$ cat config.mk
export PLATFORM = sky130hd
export DESIGN_NAME = layer_mac_scheduler_flat
export DESIGN_NICKNAME = d
export VERILOG_FILES = /design/src/rtl/layer_mac_scheduler_pkg.sv /design/src/rtl/layer_mac_scheduler_if.sv /design/src/rtl/layer_mac_scheduler_mac_unit.sv /design/src/rtl/layer_mac_scheduler.sv /design/src/flat_wrapper.sv
export SDC_FILE = /design/constraint.sdc
export NUM_CORES = 1
export LEC_CHECK = 0
export ABC_CLOCK_PERIOD_IN_PS = 10400
export BUFFER_PORTS_ARGS = -buffer_cell sky130_fd_sc_hd__buf_2
export CORE_AREA = 5 5 142 144
export DETAILED_ROUTE_END_ITERATION = 7
export DIE_AREA = 0 0 147 149
export GPL_ROUTABILITY_DRIVEN = 0
export PLACE_DENSITY = 0.54
export SETUP_SLACK_MARGIN = 0.4
export SYNTH_ARGS = -nofsm -noshare
export SYNTH_HDL_FRONTEND = slang
export SYNTH_SLANG_ARGS = --single-unit
export TNS_END_PERCENT = 5
$ cat constraint.sdc
create_clock -name clk -period 10.4 [get_ports clk]
set_input_delay 2.08 -clock clk [delete_from_list [all_inputs] [get_ports clk]]
set_output_delay 2.08 -clock clk [all_outputs]
set_load 0.05 [all_outputs]
$ cat src/rtl/layer_mac_scheduler_pkg.sv
// Shared types and arithmetic helpers for the layer MAC scheduler.
// Helpers work on 64-bit signed values, so DW must be 32 or less.
package layer_pkg;

    localparam int DW_DEFAULT = 16;

    typedef enum logic [2:0] {
        ST_IDLE,
        ST_MAC,
        ST_BIAS,
        ST_OUT,
        ST_DONE
    } layer_state_e;

    // Reinterpret the low w bits of v as a signed w-bit number.
    function automatic longint sext(input longint v, input int unsigned w);
        return (v <<< (64 - w)) >>> (64 - w);
    endfunction

    function automatic longint sat_clamp(input longint v, input int unsigned w);
        longint hi;
        longint lo;
        hi = (longint'(1) <<< (w - 1)) - 1;
        lo = -hi - 1;
        if (v > hi)
            return hi;
        else if (v < lo)
            return lo;
        return v;
    endfunction

    function automatic longint sat_add(input longint a, input longint b, input int unsigned w);
        return sat_clamp(a + b, w);
    endfunction

    function automatic longint sat_mul(input longint a, input longint b, input int unsigned w);
        return sat_clamp(a * b, w);
    endfunction

endpackage

$ cat src/rtl/layer_mac_scheduler_if.sv
// Handshake, memory-read and result bus of the layer MAC scheduler.
interface layer_mac_scheduler_if #(
    parameter int NUM_IN  = 10,
    parameter int NUM_OUT = 16,
    parameter int DW      = layer_pkg::DW_DEFAULT
);
    localparam int AW  = $clog2(NUM_IN);
    localparam int WAW = $clog2(NUM_IN * NUM_OUT);
    localparam int OW  = $clog2(NUM_OUT);

    logic           start;
    logic           busy;
    logic           done;
    logic [AW-1:0]  act_addr;
    logic [DW-1:0]  act_data;
    logic [WAW-1:0] wt_addr;
    logic [DW-1:0]  wt_data;
    logic [DW-1:0]  bias_data;
    logic           out_valid;
    logic           out_ready;
    logic [OW-1:0]  out_idx;
    logic [DW-1:0]  out_data;

    modport master (
        output start, act_data, wt_data, bias_data, out_ready,
        input  busy, done, act_addr, wt_addr, out_valid, out_idx, out_data
    );

    modport slave (
        input  start, act_data, wt_data, bias_data, out_ready,
        output busy, done, act_addr, wt_addr, out_valid, out_idx, out_data
    );

endinterface

$ cat src/rtl/layer_mac_scheduler_mac_unit.sv
// Shared multiply-accumulate datapath: product, accumulate, bias add and ReLU.
// Define LAYER_SAT_EN to saturate products and sums instead of wrapping.
module mac_unit
    import layer_pkg::*;
#(
    parameter int DW = DW_DEFAULT
) (
    input  logic          clk,
    input  logic          reset,
    input  logic          clear,
    input  logic          mac_en,
    input  logic          bias_en,
    input  logic [DW-1:0] act_data,
    input  logic [DW-1:0] wt_data,
    input  logic [DW-1:0] bias_data,
    output logic [DW-1:0] relu_out
);
    localparam int unsigned W = DW;

    logic [DW-1:0] acc;
    logic [DW-1:0] acc_n;
    longint        a_s;
    longint        w_s;
    longint        b_s;
    longint        acc_s;
    longint        prod;
    longint        addend;
    longint        sum;

    always_comb begin
        a_s   = sext(longint'(act_data), W);
        w_s   = sext(longint'(wt_data), W);
        b_s   = sext(longint'(bias_data), W);
        acc_s = sext(longint'(acc), W);
`ifdef LAYER_SAT_EN
        prod   = sat_mul(a_s, w_s, W);
        addend = mac_en ? prod : b_s;
        sum    = sat_add(acc_s, addend, W);
`else
        prod   = sext(a_s * w_s, W);
        addend = mac_en ? prod : b_s;
        sum    = acc_s + addend;
`endif
        acc_n = DW'(sum);
    end

    always_ff @(posedge clk) begin
        if (reset || clear)
            acc <= '0;
        else if (mac_en || bias_en)
            acc <= acc_n;
    end

    assign relu_out = acc[DW-1] ? '0 : acc;

endmodule

$ cat src/rtl/layer_mac_scheduler.sv
// Sequences NUM_OUT neurons of NUM_IN inputs each through one shared MAC.
// Optional build macro LAYER_SAT_EN selects saturating arithmetic in mac_unit.
module layer_mac_scheduler
    import layer_pkg::*;
#(
    parameter int NUM_IN  = 10,
    parameter int NUM_OUT = 16,
    parameter int DW      = DW_DEFAULT
) (
    input logic                  clk,
    input logic                  reset,
    layer_mac_scheduler_if.slave bus
);
    localparam int AW  = $clog2(NUM_IN);
    localparam int WAW = $clog2(NUM_IN * NUM_OUT);
    localparam int OW  = $clog2(NUM_OUT);
    localparam int CW  = $clog2(NUM_IN + 1);

    layer_state_e  state;
    layer_state_e  state_n;
    logic [CW-1:0] cnt;
    logic [CW-1:0] cnt_n;
    logic [OW-1:0] idx;
    logic [OW-1:0] idx_n;
    logic          clear;
    logic          mac_en;
    logic          bias_en;

    always_ff @(posedge clk) begin
        if (reset) begin
            state <= ST_IDLE;
            cnt   <= '0;
            idx   <= '0;
        end else begin
            state <= state_n;
            cnt   <= cnt_n;
            idx   <= idx_n;
        end
    end

    // MAC lasts NUM_IN+1 cycles: reads issue on cnt 0..NUM_IN-1, products land on cnt 1..NUM_IN.
    always_comb begin
        state_n = state;
        cnt_n   = cnt;
        idx_n   = idx;
        clear   = 1'b0;
        mac_en  = 1'b0;
        bias_en = 1'b0;
        case (state)
            ST_IDLE: begin
                if (bus.start) begin
                    state_n = ST_MAC;
                    cnt_n   = '0;
                    idx_n   = '0;
                    clear   = 1'b1;
                end
            end
            ST_MAC: begin
                mac_en = (cnt != '0);
                if (cnt == CW'(NUM_IN)) begin
                    state_n = ST_BIAS;
                    cnt_n   = '0;
                end else begin
                    cnt_n = cnt + CW'(1);
                end
            end
            ST_BIAS: begin
                bias_en = 1'b1;
                state_n = ST_OUT;
            end
            ST_OUT: begin
                if (bus.out_ready) begin
                    if (idx == OW'(NUM_OUT - 1)) begin
                        state_n = ST_DONE;
                    end else begin
                        state_n = ST_MAC;
                        idx_n   = idx + OW'(1);
                        cnt_n   = '0;
                        clear   = 1'b1;
                    end
                end
            end
            ST_DONE: state_n = ST_IDLE;
            default: state_n = ST_IDLE;
        endcase
    end

    always_comb begin
        bus.act_addr = '0;
        bus.wt_addr  = '0;
        if (state == ST_MAC && cnt < CW'(NUM_IN)) begin
            bus.act_addr = AW'(cnt);
            bus.wt_addr  = WAW'(int'(idx) * NUM_IN + int'(cnt));
        end
    end

    assign bus.busy      = (state != ST_IDLE);
    assign bus.done      = (state == ST_DONE);
    assign bus.out_valid = (state == ST_OUT);
    assign bus.out_idx   = idx;

    mac_unit #(.DW(DW)) u_mac (
        .clk       (clk),
        .reset     (reset),
        .clear     (clear),
        .mac_en    (mac_en),
        .bias_en   (bias_en),
        .act_data  (bus.act_data),
        .wt_data   (bus.wt_data),
        .bias_data (bus.bias_data),
        .relu_out  (bus.out_data)
    );

endmodule
$ cat src/flat_wrapper.sv
// flat-port wrapper written by rule: the top's interface ports become plain ports
module layer_mac_scheduler_flat import layer_pkg::*;
#(
    parameter int NUM_IN  = 10,
    parameter int NUM_OUT = 16,
    parameter int DW      = DW_DEFAULT
)
  (clk, reset, bus_start, bus_act_data, bus_wt_data, bus_bias_data, bus_out_ready, bus_busy, bus_done, bus_act_addr, bus_wt_addr, bus_out_valid, bus_out_idx, bus_out_data);
  layer_mac_scheduler_if #(.NUM_IN(NUM_IN), .NUM_OUT(NUM_OUT), .DW(DW)) bus_i ();
  input logic clk;
  input logic reset;
  input wire logic [$bits(bus_i.start)-1:0] bus_start;
  input wire logic [$bits(bus_i.act_data)-1:0] bus_act_data;
  input wire logic [$bits(bus_i.wt_data)-1:0] bus_wt_data;
  input wire logic [$bits(bus_i.bias_data)-1:0] bus_bias_data;
  input wire logic [$bits(bus_i.out_ready)-1:0] bus_out_ready;
  output wire logic [$bits(bus_i.busy)-1:0] bus_busy;
  output wire logic [$bits(bus_i.done)-1:0] bus_done;
  output wire logic [$bits(bus_i.act_addr)-1:0] bus_act_addr;
  output wire logic [$bits(bus_i.wt_addr)-1:0] bus_wt_addr;
  output wire logic [$bits(bus_i.out_valid)-1:0] bus_out_valid;
  output wire logic [$bits(bus_i.out_idx)-1:0] bus_out_idx;
  output wire logic [$bits(bus_i.out_data)-1:0] bus_out_data;
  assign bus_i.start = bus_start;
  assign bus_i.act_data = bus_act_data;
  assign bus_i.wt_data = bus_wt_data;
  assign bus_i.bias_data = bus_bias_data;
  assign bus_i.out_ready = bus_out_ready;
  assign bus_busy = bus_i.busy;
  assign bus_done = bus_i.done;
  assign bus_act_addr = bus_i.act_addr;
  assign bus_wt_addr = bus_i.wt_addr;
  assign bus_out_valid = bus_i.out_valid;
  assign bus_out_idx = bus_i.out_idx;
  assign bus_out_data = bus_i.out_data;
  layer_mac_scheduler #(.NUM_IN(NUM_IN), .NUM_OUT(NUM_OUT), .DW(DW)) u_core (.clk(clk), .reset(reset), .bus(bus_i));
endmodule
* After elaboration in Yosys (flattened, before gate mapping)
Cells that the tools add are included.
Operators by class: add/subtract/negate cells 4, multiply operators 2, $lt $le $gt $ge 1, equality and inequality tests 10, mux-type cells 23, reduce and logical (&&, ||, !) cells 11
Operator list (count):
- 2-to-1 mux 4 bit | 7
- adder 16 bit | 1
- multiplier 16 x 16 -> 16 bit | 1
- 2-to-1 mux 16 bit | 1
- 2-to-1 mux 15 bit | 1
- 2-to-1 mux 3 bit | 4
- case mux 3 bit (4 select lines) | 1
- case mux 4 bit (3 select lines) | 1
- adder 4 x 1 -> 4 bit, second input constant | 2
- adder 8 x 5 -> 8 bit | 1
- == test 4 bit, second input constant | 2
- 2-to-1 mux 8 bit | 1
- case mux 4 bit (2 select lines) | 1
- AND reduction 4 bit | 2
- multiplier 4 x 3 -> 7 bit, second input constant | 1
- == test 3 x 2 -> 1 bit, second input constant | 2
- inequality test 2 bit, second input constant | 3
- nonzero test 3 bit | 2
- 2-to-1 mux 1 bit | 5
- less-than comparator 4 bit, second input constant | 1
- nonzero test 4 bit | 1
- == test 3 x 1 -> 1 bit, second input constant | 1
- == test 3 bit, second input constant | 1
- zero test 3 bit | 1
- other kinds (6) | 7
Storage, ports and cells: bits in registers 27, bits of input ports 52, logic and storage cells 55

* Longest topological paths before layout
word-level depth 5, gate-level depth with buffers 31, mapped depth without buffers 30

* Cells and area by module
From an unflattened synthesis, not the netlist that was laid out.
Unflattened totals: cells, all modules 797, area, all modules 6667.6 sq um
By module, submodules not included:
- mac_unit | instances 1, cells each 675, area each 5644.2 sq um, sequential area each 320.3 sq um
- layer_mac_scheduler | instances 1, cells each 122, area each 1023.5 sq um, sequential area each 220.2 sq um

* Worst setup path after synthesis
OpenSTA, ideal clock, no wires.
path type input -> register, start point input port bus_wt_data[1], end point register u_core.u_mac.acc[15], library setup time 0.128 ns, arrival 8.198 ns, required time 10.272 ns, slack 2.074 ns, cell stages on the path 26, cell sequence clkbuf_1 nand2_1 fa_1 fa_1 fa_1 fa_1 inv_1 fa_1 inv_1 fa_1 inv_1 ha_1 and3_1 a211oi_1 o21bai_1 a21oi_1 xor2_1 o21ai_0 ha_1 a21oi_1 o21ai_2 xnor2_1 xnor2_1 a22oi_2 xor2_1 nor2_1
On the way: word-level cells in the longest chain between the ends 3
RTL lines:
- start, declared | line flat_wrapper.sv:14 | input wire logic [$bits(bus_i.wt_data)-1:0] bus_wt_data;
- multiplier 16 x 16 -> 16 bit | line layer_mac_scheduler_mac_unit.sv:40 | prod = sext(a_s * w_s, W);
- 2-to-1 mux 16 bit | line layer_mac_scheduler_mac_unit.sv:41 | addend = mac_en ? prod : b_s;
- adder 16 bit | line layer_mac_scheduler_mac_unit.sv:42 | sum = acc_s + addend;
- end signal, assigned | line layer_mac_scheduler_mac_unit.sv:51 | acc <= acc_n;
- end, declared | line layer_mac_scheduler_mac_unit.sv:20 | logic [DW-1:0] acc;
Every way passes these cells. A chain may end at the register's enable or synchronous reset.

* Worst setup path after layout
Same ends and word-level chain as after synthesis.

==> impl_metrics.yaml <==
run_status:
  status: "completed"
routing:
  viasPerCell: 4.67
  drtPass1Iterations: 4
  drt-initial-drc-count: 175
  drt_wl_total_mm: 15.7
  drt.antenna.violating_nets: 0
  wl_per_cell_um: 14.4
  drc: 0
  vias: 5117
pwr:
  switchingPower_mw: 0.742
  cell_internal_pwr_mw: 0.737
  pwr-share-clk_pct: 6.2
  swShare_pct: 50.2
  combPwrFrac_pct: 85.3
  p_leak_nw: 3.80
  powerDensity_nw_per_um2: 207
  power_frac_seq_pct: 8.5
  ir_worst_vdd_mv: 0.138
setup_path:
  crit_slowest_cell: "fa_1"
  max_stage_delay_ns: 0.58
  worstPathRequired_ns: 10.53
  arrival_ns: 8.52
  startpoint_type: "input port"
  path_class: "in -> reg"
  end_kind: "flop"
  cp_max_fo: 15
  crit_path_frequent_cell: "fa_1"
synthesis:
  synth_edf_count: 0
  synth_cell_types: 49
  synth_common_cells: "inv_1 (132), nand2_1 (127), ha_1 (85), fa_1 (82), and2_1 (74)"
  async_reset_ff_share_pct: 0
  synthCells: 799
  yosys_warnings: 0
  synth.most_common_cell: "inv_1"
  synth-main-ff-cell: "dfxtp_1"
  netlist_top_cells_area: "fa_1 (25%), ha_1 (16%), dfxtp_1 (8.4%)"
  yosysTopAreaCell: "fa_1"
  syn_nets: 1018
  synth-seq-cells: 27
  synth_area_per_cell_sq_um: 8.09
  synth_area_sq_um: 6460
  yosysSeqAreaShare_pct: 8.37
  netlist.area_leader.share_pct: 25.4
cts:
  ctsResizeCount: 0
  cts_max_path_buffers: 2
  cts_setup_buffers: 0
  cts-htree-levels: 1
  insertion_delay_ns: 0.27
  clk_pin_slew_ns: 0.07
  cts_made_buffers: 3
  cts_sinks: 27
  postCtsHoldBufs: 0
  cts_root_buf: "clkbuf_16"
  cts_tree: "done"
timing:
  grt_setup_unrepaired: "false"
  tightest_slew_ns: 0.986
  fin_setup_tns_ns: 0
  clock_skew_ns: 0.00314
  relSlewSlack_pct: 34.0
  worst_hold_slack_ns: 0.471
  final.period_utilization_pct: 80.6
  hold_violations: 0
  setup_viol: 0
  fmax_ghz: 0.119
  period_needed_ns: 8.38
  slew_viol_final: 0
grt:
  antenna_found_initial: 0
  grt_use_met3_pct: 1.67
  grt_pass1_vias: 5200
  grtUsageTotal_pct: 14.6
  met1_usage_pct: 21.1
  grt_overflow: 0
  grtUsageMet2_pct: 24.7
  grt_max_degree: 27
  grt_pass1_wl_mm: 26.3
  gr-max-usage-layer: "met2"
cells_and_area:
  fin_cells: 1095
  num-nets-final: 1081
  drive_above_1_share_pct: 11.6
  area_growth_pct: 10.5
  diodes: 0
  fill_cells: 1898
placed_design:
  port_buffers: 85
  hpwl_mm: 13.1
  place_inst: 1091
die:
  die_h_um: 149
  die_area_sq_um: 21900
  start_util_pct: 34.8
  fp-row-count: 50
  die_x_um: 147
  core-area_sq_um: 18600
  ios: 87
flow_run:
  max_cap_viol_count: 0
hold_path:
  hp-class: "reg -> reg"
-- final cells by class --
class | count | area [sq um] | share of cell area, %
inverters | 132 | 495 | 6.94
clock buffers | 4 | 78.8 | 1.10
repair buffers | 85 | 425 | 5.96
well taps | 234 | 293 | 4.10
flip-flops and latches | 27 | 541 | 7.57
multi-input cells | 613 | 5310 | 74.3
-- logic make-up after synthesis --
kind of cell | Yosys count | share of synthesized area (%)
xor gates and xnor gates | 65 | 9.14
AOI/OAI and AO/OA | 92 | 9.26
and+or+nand+nor | 286 | 21.5
DFF | 27 | 8.37
muxes | 2 | 0.310
adders and majority gates | 167 | 41.9
other | 1 | 0.0580
buffers and inverters | 159 | 9.49
-- metal layers --
layer,vias up,part of all wire (%)
li1,2601,-
met1,2423,49
met2,89,47
met3,4,2.6
met4,0,0.55
met5,-,0
-- critical path, delay by kind of cell --
kind                       cells  cell delay (ns)
adders and majority gates      8             3.87
AOI/OAI and AO/OA              7             1.21
xor gates and xnor gates       4             0.59
buffers and inverters          4             0.40
and+or+nand+nor                3             0.37
-- power by group through the flow --
stage | Clock [mW] | Combinational [mW] | Sequential [mW]
finish | 0.0916 | 1.26 | 0.126
global route | 0.100 | 1.44 | 0.129
CTS | 0.0941 | 1.30 | 0.127
detailed placement | 0 | 1.30 | 0.129
global placement | 0 | 1.29 | 0.129
floorplan | 0 | 0.999 | 0.121
-- stage by stage --
step | total power, mW | setup slack [ns] | cell area [sq um] | util, %
final | 1.48 | 2.02 | 7140 | 38.4
after global routing | 1.67 | 1.55 | 7140 | 38.4
after CTS | 1.52 | 1.94 | 7140 | 38.4
after detailed placement | 1.43 | 1.63 | 7060 | 38.0
after global placement | 1.42 | 1.76 | 7060 | 38.0
after floorplan | 1.12 | 2.07 | 6460 | -
-- worst paths after layout --
path,start,endpoint,slack (ns),cells after the start
max,bus_wt_data[1],u_core.u_mac.acc[15]$_SDFFE_PP0P_,2.02,26
min,u_core.u_mac.acc[0]$_SDFFE_PP0P_,u_core.u_mac.acc[0]$_SDFFE_PP0P_,0.47,2
max reg2reg,u_core.state[1]$_SDFFE_PP0P_,u_core.u_mac.acc[15]$_SDFFE_PP0P_,6.53,16
min reg2reg,u_core.u_mac.acc[0]$_SDFFE_PP0P_,u_core.u_mac.acc[0]$_SDFFE_PP0P_,0.47,2
-- registers in the layout, indices dropped and copies added, names as in the netlist --
register	flops
u_core.state	3
u_core.bus.out_idx	4
u_core.cnt	4
u_core.u_mac.acc	16
-- cell usage in the layout, fill, tap and decap left out, types with 3 or more instances in the layout --
cell type  netlist  layout
and2_1          74      74
nor2_1          29      29
inv_1          132     132
xor2_1          24      24
or2_2            3       3
xnor2_1         39      39
and3_1           6       6
o21bai_1         4       4
fa_1            82      82
a21oi_1         38      38
ha_1            85      85
a21o_1          15      15
a211oi_1         3       3
nand2_1        127     127
o21a_1           3       3
nor2b_1         16      16
buf_2            0      85
nand2b_1         4       4
clkbuf_16        0       3
nor3_1           8       8
dfxtp_1         27      27
o21ai_0         16      16
nand3_1          9       9
Note: power is estimated with default switching activity, not from simulation.
